**config.mk**
```make
export PLATFORM = sky130hd
export DESIGN_NAME = div_ctrl
export DESIGN_NICKNAME = d
export VERILOG_FILES = /design/src/rtl/div_pkg.sv /design/src/rtl/div_sign_fix.sv /design/src/rtl/div_ctrl.sv
export SDC_FILE = /design/constraint.sdc
export NUM_CORES = 1
export LEC_CHECK = 0
export ABC_CLOCK_PERIOD_IN_PS = 9500
export CORE_MARGIN = 1.5
export CORE_UTILIZATION = 52
export DETAILED_ROUTE_END_ITERATION = 6
export GPL_ROUTABILITY_DRIVEN = 0
export HOLD_SLACK_MARGIN = 0.02
export PLACE_DENSITY = 0.87
export SYNTH_ARGS = -nofsm -noshare
export SYNTH_HDL_FRONTEND = slang
export SYNTH_SLANG_ARGS = --single-unit
```
**constraint.sdc**
```tcl
create_clock -name clk -period 9.5 [get_ports clk]
set_clock_uncertainty 0.15 [all_clocks]
set_input_delay 1.9 -clock clk [delete_from_list [all_inputs] [get_ports clk]]
set_output_delay 1.9 -clock clk [all_outputs]
set_load 0.03 [all_outputs]
```
**src/rtl/div_pkg.sv**
```systemverilog
// Shared types for the DIV/IDIV sequencer: FSM states, error codes, operand record.
package div_pkg;
  typedef enum logic [2:0] {S_IDLE, S_CHECK, S_RUN, S_FIX, S_DONE} state_e;

  typedef enum logic [1:0] {
    ERR_NONE    = 2'b00,
    ERR_ZERO    = 2'b01,
    ERR_OVF     = 2'b10,
    ERR_TIMEOUT = 2'b11
  } err_e;

  localparam logic SIZE_BYTE = 1'b0;
  localparam logic SIZE_WORD = 1'b1;

  // Operands after byte/word extension, held stable for the whole operation.
  typedef struct packed {
    logic        size;
    logic        sgn;
    logic [31:0] dvd;
    logic [15:0] dvs;
  } op_s;
endpackage

```
**src/rtl/div_sign_fix.sv**
```systemverilog
// Combinational sign handling: operand magnitudes for launch, quotient range
// check and result re-signing for the fix-up step.
module div_sign_fix
  import div_pkg::*;
(
  input  logic        size_i,
  input  logic        is_signed_i,
  input  logic [31:0] dvd_i,
  input  logic [15:0] dvs_i,
  input  logic [31:0] qm_i,
  input  logic [31:0] rm_i,
  input  logic        sq_i,
  input  logic        sd_i,
  output logic [31:0] dvd_mag_o,
  output logic [31:0] dvs_mag_o,
  output logic        sd_o,
  output logic        sq_o,
  output logic        ovf_o,
  output logic [15:0] q_o,
  output logic [15:0] r_o
);
  logic        dvs_neg;
  logic [15:0] dvs_abs;
  logic [31:0] qlim;
  logic [15:0] qn, rn;
  logic        unused_rm;

  assign dvs_neg   = is_signed_i & dvs_i[15];
  assign sd_o      = is_signed_i & dvd_i[31];
  assign sq_o      = sd_o ^ dvs_neg;
  // 0x80000000 negates to itself, which is the correct unsigned magnitude.
  assign dvd_mag_o = sd_o ? -dvd_i : dvd_i;
  assign dvs_abs   = dvs_neg ? -dvs_i : dvs_i;
  assign dvs_mag_o = {16'h0000, dvs_abs};

  always_comb begin
    qlim = 32'h0;
    if (!is_signed_i) qlim = (size_i == SIZE_WORD) ? 32'h0000_FFFF : 32'h0000_00FF;
    else if (size_i == SIZE_WORD) qlim = sq_i ? 32'h0000_8000 : 32'h0000_7FFF;
    else qlim = sq_i ? 32'h0000_0080 : 32'h0000_007F;
  end

  assign ovf_o = qm_i > qlim;
  // Once range-checked, only the low 16 bits of either result can matter.
  assign qn    = sq_i ? -qm_i[15:0] : qm_i[15:0];
  assign rn    = sd_i ? -rm_i[15:0] : rm_i[15:0];
  assign q_o   = (size_i == SIZE_WORD) ? qn : {8'h00, qn[7:0]};
  assign r_o   = (size_i == SIZE_WORD) ? rn : {8'h00, rn[7:0]};
  assign unused_rm = ^rm_i[31:16];
endmodule

```
**src/rtl/div_ctrl.sv**
```systemverilog
// Sequencer between the execution unit and the shared unsigned 32/32 divider
// for DIV/IDIV: zero check, launch with magnitudes, timeout, sign fix-up, #DE range.
module div_ctrl
  import div_pkg::*;
#(
  parameter int WAIT_MAX = 40
) (
  input  logic        clk,
  input  logic        reset_n,
  input  logic        start,
  input  logic        size,
  input  logic        is_signed,
  input  logic [31:0] dividend,
  input  logic [15:0] divisor,
  input  logic        abort,
  output logic        busy,
  output logic        done,
  output logic [15:0] quotient,
  output logic [15:0] remainder,
  output logic [1:0]  err,
  output logic        div_valid,
  output logic [31:0] div_denom,
  output logic [31:0] div_num,
  output logic        div_signed,
  input  logic [31:0] div_q,
  input  logic [31:0] div_r,
  input  logic        div_ready
);
  localparam int CW = $clog2(WAIT_MAX + 1);

  state_e        state_q, state_d;
  op_s           op_q, op_d;
  logic          sd_q, sd_d, sq_q, sq_d;
  logic [CW-1:0] cnt_q, cnt_d;
  logic [15:0]   quot_q, quot_d, rem_q, rem_d;
  err_e          err_q, err_d;
  logic [31:0]   denom_q, denom_d, num_q, num_d;

  logic [31:0]   dvd_mag, dvs_mag;
  logic          sd_chk, sq_chk, ovf;
  logic [15:0]   q_fix, r_fix;

  div_sign_fix u_fix (
    .size_i      (op_q.size),
    .is_signed_i (op_q.sgn),
    .dvd_i       (op_q.dvd),
    .dvs_i       (op_q.dvs),
    .qm_i        (div_q),
    .rm_i        (div_r),
    .sq_i        (sq_q),
    .sd_i        (sd_q),
    .dvd_mag_o   (dvd_mag),
    .dvs_mag_o   (dvs_mag),
    .sd_o        (sd_chk),
    .sq_o        (sq_chk),
    .ovf_o       (ovf),
    .q_o         (q_fix),
    .r_o         (r_fix)
  );

  always_comb begin
    state_d = state_q;
    op_d    = op_q;
    sd_d    = sd_q;
    sq_d    = sq_q;
    cnt_d   = cnt_q;
    quot_d  = quot_q;
    rem_d   = rem_q;
    err_d   = err_q;
    denom_d = denom_q;
    num_d   = num_q;
    if (abort) begin
      state_d = S_IDLE;
    end else begin
      unique case (state_q)
        S_IDLE: if (start) begin
          op_d.size = size;
          op_d.sgn  = is_signed;
          op_d.dvd  = (size == SIZE_WORD) ? dividend
                    : {{16{is_signed & dividend[15]}}, dividend[15:0]};
          op_d.dvs  = (size == SIZE_WORD) ? divisor
                    : {{8{is_signed & divisor[7]}}, divisor[7:0]};
          state_d   = S_CHECK;
        end
        S_CHECK: begin
          if (op_q.dvs == 16'h0000) begin
            err_d   = ERR_ZERO;
            state_d = S_DONE;
          end else begin
            denom_d = dvd_mag;
            num_d   = dvs_mag;
            sd_d    = sd_chk;
            sq_d    = sq_chk;
            cnt_d   = '0;
            state_d = S_RUN;
          end
        end
        S_RUN: begin
          if (div_ready) begin
            state_d = S_FIX;
          end else if (cnt_q == CW'(WAIT_MAX - 1)) begin
            err_d   = ERR_TIMEOUT;
            state_d = S_DONE;
          end else begin
            cnt_d = cnt_q + 1'b1;
          end
        end
        S_FIX: begin
          if (ovf) begin
            err_d = ERR_OVF;
          end else begin
            quot_d = q_fix;
            rem_d  = r_fix;
            err_d  = ERR_NONE;
          end
          state_d = S_DONE;
        end
        S_DONE:  state_d = S_IDLE;
        default: state_d = S_IDLE;
      endcase
    end
  end

  always_ff @(posedge clk or negedge reset_n) begin
    if (!reset_n) begin
      state_q <= S_IDLE;
      op_q    <= '0;
      sd_q    <= 1'b0;
      sq_q    <= 1'b0;
      cnt_q   <= '0;
      quot_q  <= '0;
      rem_q   <= '0;
      err_q   <= ERR_NONE;
      denom_q <= '0;
      num_q   <= '0;
    end else begin
      state_q <= state_d;
      op_q    <= op_d;
      sd_q    <= sd_d;
      sq_q    <= sq_d;
      cnt_q   <= cnt_d;
      quot_q  <= quot_d;
      rem_q   <= rem_d;
      err_q   <= err_d;
      denom_q <= denom_d;
      num_q   <= num_d;
    end
  end

  // Status decoded straight from the state register so reset clears it at once.
  assign busy       = (state_q != S_IDLE);
  assign done       = (state_q == S_DONE);
  assign div_valid  = (state_q == S_RUN);
  assign div_signed = 1'b0;
  assign quotient   = quot_q;
  assign remainder  = rem_q;
  assign err        = err_q;
  assign div_denom  = denom_q;
  assign div_num    = num_q;
endmodule

```
==> run metrics <==
status complete, no violations; #FFs+latches synth 143; crit path time final between 4 and 5 ns; Antenna Cells 0; worst-path cell chain clkdlybuf4s50_1 > or4_1 > or3_4 > o32a_1 > or2_1 > a211oi_4 > buf_4 > mux2_2; Detail Route Antenna Nets 0; PwrDens approximately 220 nW/µm²; R2R cell count 11; Final HPWL DP roughly 13,000 µm; GR Overflow Total 0; placed inst area 9490 µm²; clk_lat worst skew approximately 0.42 ns; crit path max fanout 32; Max Clock Freq 211 MHz; # hold bufs at CTS 0; hold path cells 2; worst path required time about 9.7 ns; Tot Pwr between 2 and 2.5 mW; leakage power 4.40 nW; synthesized instance count 836; HP Start div_num[12]; Total Wirelength 18,700 µm; Rel. slew slack 26.9%; clk slew on worst S/H paths 0.06 ns; Peak supply drop 167 µV; # fillers 1,089; DR vias/cell 5.54; critical path class in2reg; Design Area, Final 10,100 µm²; final net count about 1,100; Synth cell types 57; Layout Utilization 69.9%; wire length of the first global-routing pass ~30,000 µm; Die Area around 15,000 µm²; Worst R2R Start sq_q; fraction of registers with async set/reset between 90% and 100%; commonest cells after routing, fill and taps aside 186 x clkdlybuf4s50_1, 169 x nand2_1, 143 x dfrtp_1; io pins 221; starting density of the core 52.7%; EDFF count, synth 0; Slew Limit Fails 0; crit end category flip-flop; WHS Endpoint div_num[12]; routed vias 6,630; CTS Buf Count 17; most common cell after layout, fill and taps aside clkdlybuf4s50_1; Area Overhead vs Synth 32.6%; DR DRC count 0; DR WL/cell 15.6 µm; Total GRT Usage approximately a quarter; die height roughly 120 µm; Clock Tree Buf Depth 2; Avg Inst Size Synth 9.10 µm²; slowest stage cell, crit path or4_1; max-cap violations 0; row cnt 44; CTS resizes 0; RSZ-0062 raised after global routing no; worst hold-check path type reg2reg; Port Buffers roughly 190; Most used DFF post-synth dfrtp_1; Setup crit start div_q[8]; final hold slack 0.326 ns; setup_tns 0 ns; # setup viols final 0; max incr delay on CP 0.57 ns; Netlist Area Pre-Place between 7000 and 8000 µm²; pin count of the biggest net entering global routing 76; reg2reg setup slack 5.66 ns; Die X 124 µm; drt initial violations 418; Pre-Repair DR Iteration Count 5; synth warn 0; worst-margin pin slew 1.09 ns; Hold Violations, Final 0; crit start category input pin; CP top delay family simple AND/OR/NAND/NOR gates; initial antenna violation count 1; Final Cycle Share 49.9%; worst reg2reg path endpoint remainder[0]; Post-CTS Setup Bufs 0; vias in the first global route 6,287; CP Data Arrival Time roughly 5 ns; depth of the CTS H-tree 4; CTS tree built; sequential fraction of the synthesis area 47.1%; Core Region 14,400 µm²; CTS Root Cell clkbuf_16; Num Clock Sinks 143; Buf/Inv on CP 2; share of cells above drive strength 1 roughly 5%
-- synth_stat cells, types with 6 or more instances --
| master | number | area, µm² |
|---|---|---|
| inv_1 | 34 | 128 |
| dfrtp_1 | 143 | 3580 |
| o21ai_0 | 78 | 390 |
| nor2_1 | 33 | 124 |
| xnor2_1 | 47 | 412 |
| ha_1 | 11 | 138 |
| nand3_1 | 42 | 210 |
| xor2_1 | 24 | 210 |
| or3_1 | 9 | 56.3 |
| a31oi_1 | 7 | 43.8 |
| nand2_1 | 170 | 638 |
| o31ai_1 | 14 | 105 |
| nand2b_1 | 7 | 43.8 |
| a21oi_1 | 28 | 140 |
| nor4_1 | 11 | 68.8 |
| mux2i_1 | 18 | 180 |
| o41ai_1 | 6 | 52.6 |
| buf_4 | 18 | 135 |
| or4_1 | 11 | 82.6 |
| nor3_1 | 9 | 45.0 |
| clkbuf_1 | 36 | 135 |
| mux2_1 | 15 | 169 |
-- metal layers --
metal,track usage (%),vias up,part of all wire [%]
met3,6.73,23,7.8
met4,8.17,0,1.3
met5,0,-,0
li1,-,3161,-
met2,40.6,244,47
met1,33.0,3202,44
-- cell type report --
type	count	area [µm²]	share of cell area (%)
Sequential cell	143	3580	35.5
Timing Repair Buffer	191	1900	18.9
Tap cell	184	230	2.28
Clock inverter	13	154	1.53
Multi-Input combinational cell	613	3650	36.2
Inverter	34	128	1.27
Clock buffer	19	443	4.39
-- worst max-delay path by stage --
stage | to | slack [ns] | cells after the start
6_report | remainder[0] | 4.76 | 8
3_5_place_dp | remainder[0] | 4.35 | 8
4_1_cts | remainder[0] | 4.77 | 8
2_1_floorplan | quotient[3] | 5.16 | 7
3_3_place_gp | remainder[0] | 4.39 | 8
5_1_grt | op_q[37] | 4.59 | 5
-- state kept, by name, indices dropped and copies added (netlist names) --
name       count
div_denom     32
err            2
quotient      16
sd_q           1
remainder     16
div_num       16
cnt_q          6
op_q          50
state_q        3
sq_q           1
-- report_power, final --
part | internal [mW] | switching (mW) | total [mW]
combinational | 0.315 | 0.405 | 0.720
clock | 0.400 | 0.271 | 0.671
sequential | 0.727 | 0.117 | 0.845
total | 1.44 | 0.794 | 2.24
-- stage by stage --
stage,setup slack (ns),std cells
2_1_floorplan,5.16,852
3_3_place_gp,4.39,1165
3_5_place_dp,4.35,1165
4_1_cts,4.77,1197
5_1_grt,4.59,1197
6_report,4.76,1197
-- worst reg2reg max path: cells and delay by family (launching register included) --
family | cells | cell delay [ns]
multiplexers | 1 | 0.42
AO/OA/AOI/OAI | 4 | 0.70
AND/OR/NAND/NOR | 2 | 0.43
adder cells (fa/ha/maj) | 2 | 0.63
buffers and inverters | 2 | 0.67
flip-flops | 1 | 0.74
-- cell families after synthesis --
family,share of synthesized area [%]
and+or+nand+nor,19.6
AOI/OAI and AO/OA,12.4
DFF,47.1
buffers and inverters,5.84
xor gates and xnor gates,8.18
muxes,5.04
adders and majority gates,1.81
other,0.0493
Note: power is estimated with default switching activity, not from simulation.
